`src/rtl/min_cost_list_store_pkg.sv`:
```
// Shared definitions for the minimum-cost tied-list store.
//   - state_t and its IDLE / COLLECT / DRAIN encodings
//   - list_entry(): extracts entry k from a packed assignment list whose
//     entry 0 sits in the most significant IDXW bits.
package min_cost_list_store_pkg;

  typedef logic [1:0] state_t;

  localparam state_t IDLE    = 2'd0;
  localparam state_t COLLECT = 2'd1;
  localparam state_t DRAIN   = 2'd2;

  // Widest packed list the helper accepts; narrower lists are zero-extended.
  localparam int LIST_MAXW = 256;

  function automatic logic [15:0] list_entry(input logic [LIST_MAXW-1:0] list,
                                             input int unsigned n,
                                             input int unsigned idxw,
                                             input int unsigned k);
    logic [LIST_MAXW-1:0] shifted;
    shifted = list >> ((n - 1 - k) * idxw);
    return 16'(shifted) & ((16'd1 << idxw) - 16'd1);
  endfunction

endpackage

```
`src/rtl/min_cost_list_store_list_regfile.sv`:
```
// DEPTH x W register file holding the tied assignment lists.
// Ports:
//   clk, rst      clock, synchronous active-high reset (clears every slot)
//   clear_all     clear every slot
//   clear_rest    clear slots 1..DEPTH-1; slot0 may be written in the same cycle
//   wr_en/addr/data  single write port
//   rd_addr/rd_data  asynchronous read port (zero for out-of-range addresses)
module min_cost_list_store_list_regfile #(
  parameter int DEPTH = 10,
  parameter int W     = 24,
  parameter int AW    = $clog2(DEPTH)
) (
  input  logic          clk,
  input  logic          rst,
  input  logic          clear_all,
  input  logic          clear_rest,
  input  logic          wr_en,
  input  logic [AW-1:0] wr_addr,
  input  logic [W-1:0]  wr_data,
  input  logic [AW-1:0] rd_addr,
  output logic [W-1:0]  rd_data
);

  logic [W-1:0] mem [DEPTH];

  // NOTE: the slots are reset explicitly because a drained or restarted
  // search must never expose lists from a previous search.
  always_ff @(posedge clk) begin
    if (rst || clear_all) begin
      for (int i = 0; i < DEPTH; i++) mem[i] <= '0;
    end else begin
      for (int i = 0; i < DEPTH; i++) begin
        if (clear_rest && i != 0)
          mem[i] <= '0;
        else if (wr_en && wr_addr == AW'(i))
          mem[i] <= wr_data;
      end
    end
  end

  assign rd_data = (32'(rd_addr) < DEPTH) ? mem[rd_addr] : '0;

endmodule

```
`src/rtl/min_cost_list_store.sv`:
```
// Keeps every assignment list tied at the running minimum cost (up to DEPTH
// of them) and streams them out with valid/ready once the search ends.
// Ports:
//   CLK, RST                 clock, synchronous active-high reset
//   start                    clear store/minimum and begin a search
//   cand_valid/list/cost     candidate from the evaluator
//   search_done              evaluator finished; begin drain
//   min_cost, match_count    running minimum and number of stored lists
//   overflow                 a tied list was dropped in this search
//   busy                     COLLECT or DRAIN
//   out_valid/ready/list/last  drain handshake
//   done                     one-cycle pulse when the drain completes
module min_cost_list_store
  import min_cost_list_store_pkg::*;
#(
  parameter int N     = 8,
  parameter int IDXW  = 3,
  parameter int DEPTH = 10,
  parameter int COSTW = 10,
  parameter int CNTW  = $clog2(DEPTH + 1)
) (
  input  logic               CLK,
  input  logic               RST,
  input  logic               start,
  input  logic               cand_valid,
  input  logic [N*IDXW-1:0]  cand_list,
  input  logic [COSTW-1:0]   cand_cost,
  input  logic               search_done,
  output logic [COSTW-1:0]   min_cost,
  output logic [CNTW-1:0]    match_count,
  output logic               overflow,
  output logic               busy,
  output logic               out_valid,
  input  logic               out_ready,
  output logic [N*IDXW-1:0]  out_list,
  output logic               out_last,
  output logic               done
);

  localparam int LW = N * IDXW;
  localparam int AW = $clog2(DEPTH);

  state_t          state;
  logic [CNTW-1:0] rd_ptr;
  logic [LW-1:0]   rd_data;
  logic            take, is_lower, is_tie, is_drop;
  logic [CNTW-1:0] count_next;

  // A candidate is only considered in COLLECT, and start overrides it.
  assign take     = cand_valid && state == COLLECT && !start;
  assign is_lower = take && cand_cost < min_cost;
  assign is_tie   = take && cand_cost == min_cost && match_count < CNTW'(DEPTH);
  assign is_drop  = take && cand_cost == min_cost && match_count == CNTW'(DEPTH);

  // Count including this cycle's candidate; search_done in the same cycle
  // must see it so a last-cycle tie is still drained.
  always_comb begin
    count_next = match_count;
    if (is_lower)    count_next = CNTW'(1);
    else if (is_tie) count_next = match_count + CNTW'(1);
  end

  min_cost_list_store_list_regfile #(.DEPTH(DEPTH), .W(LW), .AW(AW)) u_regfile (
    .clk        (CLK),
    .rst        (RST),
    .clear_all  (start),
    .clear_rest (is_lower),
    .wr_en      (is_lower || is_tie),
    .wr_addr    (is_lower ? '0 : AW'(match_count)),
    .wr_data    (cand_list),
    .rd_addr    (AW'(rd_ptr)),
    .rd_data    (rd_data)
  );

  assign busy      = state != IDLE;
  assign out_valid = state == DRAIN;
  assign out_list  = out_valid ? rd_data : '0;
  assign out_last  = out_valid && rd_ptr == match_count - CNTW'(1);

  // NOTE: all state here uses non-blocking assignments so every register
  // samples the pre-edge values of the others.
  always_ff @(posedge CLK) begin
    if (RST) begin
      state       <= IDLE;
      min_cost    <= '1;
      match_count <= '0;
      overflow    <= 1'b0;
      rd_ptr      <= '0;
      done        <= 1'b0;
    end else begin
      done <= 1'b0;
      if (start) begin
        state       <= COLLECT;
        min_cost    <= '1;
        match_count <= '0;
        overflow    <= 1'b0;
        rd_ptr      <= '0;
      end else begin
        case (state)
          COLLECT: begin
            match_count <= count_next;
            if (is_lower) begin
              min_cost <= cand_cost;
              overflow <= 1'b0;
            end else if (is_drop) begin
              overflow <= 1'b1;
            end
            if (search_done) begin
              rd_ptr <= '0;
              if (count_next != '0) begin
                state <= DRAIN;
              end else begin
                state <= IDLE;
                done  <= 1'b1;
              end
            end
          end
          DRAIN: begin
            if (out_ready) begin
              rd_ptr <= rd_ptr + CNTW'(1);
              if (out_last) begin
                state <= IDLE;
                done  <= 1'b1;
              end
            end
          end
          default: ;
        endcase
      end
    end
  end

endmodule

```
`config.mk`:
```
export PLATFORM = sky130hd
export DESIGN_NAME = min_cost_list_store
export DESIGN_NICKNAME = d
export VERILOG_FILES = /design/src/rtl/min_cost_list_store_pkg.sv /design/src/rtl/min_cost_list_store_list_regfile.sv /design/src/rtl/min_cost_list_store.sv
export SDC_FILE = /design/constraint.sdc
export NUM_CORES = 1
export LEC_CHECK = 0
export BUFFER_PORTS_ARGS = -buffer_cell sky130_fd_sc_hd__buf_2
export CORE_ASPECT_RATIO = 0.8
export CORE_UTILIZATION = 60
export DETAILED_ROUTE_END_ITERATION = 8
export PLACE_DENSITY = 0.81
export SLEW_MARGIN = 20
export SYNTH_ARGS = -nofsm -noshare
export SYNTH_HDL_FRONTEND = slang
export SYNTH_SLANG_ARGS = --single-unit
```
`constraint.sdc`:
```
create_clock -name CLK -period 12.9 [get_ports CLK]
set_clock_uncertainty 0.05 [all_clocks]
set_input_delay 1.935 -clock CLK [delete_from_list [all_inputs] [get_ports CLK]]
set_output_delay 1.935 -clock CLK [all_outputs]
set_load 0.02 [all_outputs]
```
==> out/metrics.cfg, run 1 <==
[status]
outcome = finished clean

[power]
p_leak_nw = 5.37
cellPowerDensity_nw_per_um2 = 126
ir_drop_uv = 96.4
power_mw = 1.76

[cts]
cts.sink_count = 266
cts-root-buf = clkbuf_16
h-tree-depth = 1
tritoncts = yes
cts.repair.resized = 0
clk-insertion-delay-late_ns = 0.53
cts.clk_slew.worst_paths_ns = 0.06
hold_buffers = 0
cts_buffers = 26
post_cts_buffers = 0
cts_buffer_depth = 3

[placed_design]
gp_congestion = 0.789
dp_hpwl_mm = 16.1
numPortBuffers = 82
pre_cts_slack_ns = 7.43

[yosys]
syn_inst = 873
synth_warnings = 0
syn_nets = 930
yosys.area.top_type = edfxtp_1
netlist_area_um2 = 12400
synth_edf_count = 240
synth_area_leaders = edfxtp_1 (58%), and2_1 (12%), mux4_2 (8.7%), dfxtp_1 (4.2%), a211oi_1 (3.0%)
synth_most_common_cell = and2_1
synthDistinctLibCells = 45
avgSynthCellArea_um2 = 14.2
yosys-top-cells-count = and2_1 (241), edfxtp_1 (240), a211oi_1 (49), mux4_2 (48), clkbuf_1 (35)
ys_seq_elements = 266
seq_area_frac_synth_pct = 62.1
ys_async_sr_fraction_pct = 0
ys.flop_type = edfxtp_1
yosys.area.top_type_share_pct = 58.0

[layout]
area_growth_pct = 11.9
fillers = 1393
seq_area_um2 = 7730
final_nets = 1005
layout-drive-gt1-share_pct = 21.8
multi_input_area_um2 = 4450
n_antenna_cell = 0

[floorplan]
start_util_pct = 61.9
rows = 46
io_pins = 83
die_w_um = 163
chipHeight_um = 131
coreArea_um2 = 20100
die_area_um2 = 21300

[drt]
wl_per_cell_um = 21.6
vias_per_cell = 5.97
num_vias = 7360
drt-total-wl_mm = 26.6
first_pass_iters = 5
top_layer = met4
drt-initial-drc-count = 663
route.met2.wl_mm = 12.8
dr_wl_met3_mm = 1.67
wl_met1_mm = 11.6
ant_nets = 0
drc_errors = 0

[grt]
grt_overflow = 0
grt_start_max_net_pins = 49
grt.total_usage_pct = 26.1
antenna_found_initial = 0
grt_pass1_vias = 7420
grt_pass1_wl_mm = 41.6

[sta]
setup_tns_ns = 0
fin_crit_sh_pct = 42.3
slew_headroom_pct = 25.0
setup_viol = 0
max_freq_mhz = 183
rsz0062_at_grt = no
worst_pin_slew_ns = 1.12
worst_slack_ns = 7.44
post-route-min-period_ns = 5.46
maxSlewViolCount = 0
hold_viol = 0

[worst_setup_path]
path_class = reg2out
arrival_ns = 3.47
cp-end-kind = output pin
cp-start-kind = flop
worstPathRequired_ns = 10.91
path_max_fanout = 42

[min_path]
worstHoldPathType = reg2reg

[job]
max_cap_viol_count = 0

## power by group
group / total [mW] / internal (mW) / switching [mW]
Sequential: 0.983 / 0.972 / 0.0108
Combinational: 0.0749 / 0.0255 / 0.0494
Clock: 0.701 / 0.388 / 0.313
## logic make-up (layout without fill, tap and decap cells)
kind of cell | after synthesis | in the layout | synth area share (%)
compound gates | 92 | 92 | 5.24
xor+xnor | 6 | 6 | 0.423
fa+ha+maj | 17 | 17 | 1.71
buf+inv | 73 | 168 | 2.35
flops | 266 | 266 | 62.1
mux | 72 | 72 | 10.6
simple gates | 347 | 347 | 17.5
## path summary, 6_finish.rpt
path | cells after the start | end | startpoint | slack [ns]
worst min-delay path | 2 | overflow$_SDFFE_PP0P_ | overflow$_SDFFE_PP0P_ | 0.43
worst min register to register | 2 | overflow$_SDFFE_PP0P_ | overflow$_SDFFE_PP0P_ | 0.43
worst max-delay path | 6 | out_list[22] | flop | 7.44
worst max register to register | 9 | u_regfile.mem[3][21]$_SDFFCE_PN0P_ | min_cost[7]$_SDFFE_PP1P_ | 9.31
## cells in the final DEF, fill, tap and decap left out, types with 20 or more instances in the layout
master / n
edfxtp_1: 240
a211oi_1: 49
mux2i_1: 24
clkbuf_16: 27
dfxtp_1: 22
nor2b_1: 27
nand2_1: 26
mux4_2: 48
inv_1: 20
and2_1: 241
buf_2: 82
## metrics by stage
step	utilization, %	instance area, um^2	instances	hold slack (ns)
global placement	65.4	13100	1184	0.421
detailed placement	65.4	13100	1184	0.421
finish	69.3	13900	1232	0.427
global route	69.3	13900	1232	0.484
floorplan	-	12400	873	0.415
CTS	69.3	13900	1232	0.437
## sequential cells by signal, summed over array words and instances (netlist names), named ones only
name / count
match_count: 4
rd_ptr: 4
done: 1
state: 2
min_cost: 10
u_regfile.mem: 240
overflow: 1
## layer usage
layer	vias to the layer above	track usage [%]
met5	-	0
met4	0	6.43
met3	36	3.06
met2	267	43.8
met1	3681	37.1
li1	3376	-
## worst max-delay path, cell delays in order (launching register included)
cell and delay (ns):
dfxtp_4 0.75, buf_4 0.76, mux4_2 0.60, nor2b_1 0.14
a211oi_1 0.37, a211oi_1 0.08, buf_2 0.21
## layout make-up
cell class / count / area share, %
clock buffers: 34 / 5.12
clock inverters: 14 / 0.468
inverters: 20 / 0.539
multi-input cells: 534 / 32.0
flip-flops and latches: 266 / 55.6
well taps: 264 / 2.37
repair buffers: 100 / 3.92
Note: power is estimated with default switching activity, not from simulation.
==> run 2, diff against run 1 <==
==> constraint.sdc (replaced) <==
create_clock -name CLK -period 5.6 [get_ports CLK]
set_clock_uncertainty 0.05 [all_clocks]
set_input_delay 0.84 -clock CLK [delete_from_list [all_inputs] [get_ports CLK]]
set_output_delay 0.84 -clock CLK [all_outputs]
set_load 0.02 [all_outputs]
==> out/metrics.cfg, run 2 (synthesis gave the netlist of run 1 again) <==
[status]
outcome = finished clean

[cts]
cts.clk_slew.worst_paths_ns = 0.06  ; about the same
cts.sink_count = 266  ; unchanged
post_cts_buffers = 0  ; unchanged
h-tree-depth = 1  ; unchanged
cts_buffers = 27  ; +3.8%
cts-root-buf = clkbuf_16
cts_buffer_depth = 3  ; unchanged
clk-insertion-delay-late_ns = 0.53  ; about the same
hold_buffers = 0  ; unchanged
tritoncts = yes
cts.repair.resized = 0  ; unchanged

[min_path]
worstHoldPathType = in2reg
hold_depth = 2  ; unchanged

[worst_setup_path]
worstPathRequired_ns = 4.71  ; -6.20 ns
cp-end-kind = output pin
crit_path_end = out_list[2]
cp-start-kind = flop
rr_endpoint = u_regfile.mem[6][2]$_SDFFCE_PN0P_
path_cells = inv_1, ha_1, nand2_1, a211oi_1, buf_2
path_max_fanout = 24  ; -43%
crit_family = compound AO/OA/AOI/OAI gates
r2r_slack_ns = 1.88  ; -7.43 ns
crit_buf_inv = 2  ; unchanged
rr_startpoint = min_cost[8]$_SDFFE_PP1P_
crit_path_max_incr_delay_ns = 0.78  ; +0.02 ns
cpMaxStageDelayCell = a211oi_1
critical_path.startpoint = state[0]$_SDFFE_PP0P_
arrival_ns = 3.02  ; -0.45 ns
r2r_cells = 10  ; +1
path_class = reg2out
cp_num_cells = 5  ; -1

[layout]
multi_input_area_um2 = 4450  ; -0.11%
area_growth_pct = 13.1
regMostFlops = u_regfile.mem
layout_common_cells = and2_1 (241), edfxtp_1 (240), buf_2 (82), a211oi_1 (49), mux4_2 (48)
fillers = 1364  ; -2.1%
layout-drive-gt1-share_pct = 22.0  ; +0.22 points
n_antenna_cell = 0  ; unchanged
final_nets = 1009  ; +0.40%
reg.largest.list = u_regfile.mem x240, min_cost x10
utilization_pct = 70.0  ; +0.72 points
largest_reg_flops = 240  ; unchanged
seq_area_um2 = 7730  ; unchanged
mostFrequentLayoutCell = and2_1

[sta]
setup_viol = 0  ; unchanged
rsz0062_at_grt = no
hold_viol = 0  ; unchanged
post-route-min-period_ns = 3.91
slew_headroom_pct = 26.1  ; +1.1 points
maxSlewViolCount = 0  ; unchanged
worst_pin_slew_ns = 1.11  ; -0.0127 ns
max_freq_mhz = 256
fin_crit_sh_pct = 69.7
setup_tns_ns = 0  ; unchanged

[floorplan]
die_w_um = 163  ; unchanged
io_pins = 83  ; unchanged
chipHeight_um = 131  ; unchanged
rows = 46  ; unchanged
start_util_pct = 61.9  ; unchanged
coreArea_um2 = 20100  ; unchanged
die_area_um2 = 21300  ; unchanged

[power]
p_clk_share_pct = 42.5  ; +2.6 points
ir_drop_uv = 227  ; +140%
internal-power_mw = 3.37  ; +140%
switchingPower_uw = 896  ; +140%
seq_power_share_pct = 53.1  ; -2.8 points
p_sw_share_pct = 21.0  ; -0.24 points
p_leak_nw = 5.41  ; +0.80%
combPwrFrac_pct = 4.4  ; about the same
cellPowerDensity_nw_per_um2 = 303  ; +140%

[grt]
grt_start_max_net_pins = 49  ; unchanged
grt_pass1_vias = 7591  ; +2.3%
grt_pass1_wl_mm = 44.2  ; +6.2%
grt.total_usage_pct = 28.5  ; +2.3 points
grt_overflow = 0  ; unchanged
antenna_found_initial = 2  ; +2

[drt]
wl_per_cell_um = 23.3  ; +8.1%
drc_errors = 0  ; unchanged
num_vias = 7505  ; +2.0%
first_pass_iters = 5  ; unchanged
drt-initial-drc-count = 870  ; +31%
vias_per_cell = 6.07  ; +1.6%
ant_nets = 0  ; unchanged
drt-total-wl_mm = 28.8  ; +8.5%

[placed_design]
dp_hpwl_mm = 18.0  ; +12%
gp_congestion = 0.840  ; +6.5%
numPortBuffers = 82  ; unchanged

[job]
max_cap_viol_count = 0  ; unchanged

[run 2: area by class of cell]
type,count,area share (%)
inverters,20,0.534
repair buffers,103,4.13
multi-input cells,534,31.6
clock buffers,32,4.94
well taps,264,2.35
flip-flops and latches,266,55.0
clock inverters,17,1.40
[run 2: worst min path at each step]
| stage | from | to | slack, ns |
|---|---|---|---|
| floorplan | state[0]$_SDFFE_PP0P_ | state[0]$_SDFFE_PP0P_ | 0.41 |
| global placement | state[1]$_SDFFE_PP0P_ | state[1]$_SDFFE_PP0P_ | 0.45 |
| detailed placement | state[1]$_SDFFE_PP0P_ | state[1]$_SDFFE_PP0P_ | 0.45 |
| CTS | RST | state[0]$_SDFFE_PP0P_ | 0.44 |
| global route | RST | state[0]$_SDFFE_PP0P_ | 0.46 |
| finish | RST | state[0]$_SDFFE_PP0P_ | 0.46 |
[run 2: power groups by stage]
stage | combinational [mW] | sequential [mW] | clock (mW)
global route | 0.202 | 2.27 | 1.91
finish | 0.188 | 2.27 | 1.81
detailed placement | 0.185 | 2.31 | 0
floorplan | 0.0942 | 2.30 | 0
global placement | 0.182 | 2.30 | 0
CTS | 0.187 | 2.27 | 1.84
[run 2: per-layer routing]
metal  track usage (%)  up-vias  part of all wire (%)
li1                  -     3384                     -
met1              41.5     3758                    43
met2              44.4      325                    45
met3              6.53       36                    10
met4              6.16        2                   1.5
met5                 0        -                 0.045
[run 2: through the flow]
step | instances | total power, mW | setup WS [ns] | instance area, um^2 | hold WS (ns)
floorplan | 873 | 2.39 | 1.12 | 12400 | 0.415
global placement | 1187 | 2.48 | 1.42 | 13200 | 0.453
detailed placement | 1187 | 2.49 | 1.32 | 13200 | 0.453
CTS | 1236 | 4.29 | 1.68 | 14100 | 0.438
global route | 1236 | 4.38 | 1.56 | 14100 | 0.462
finish | 1236 | 4.27 | 1.69 | 14100 | 0.457
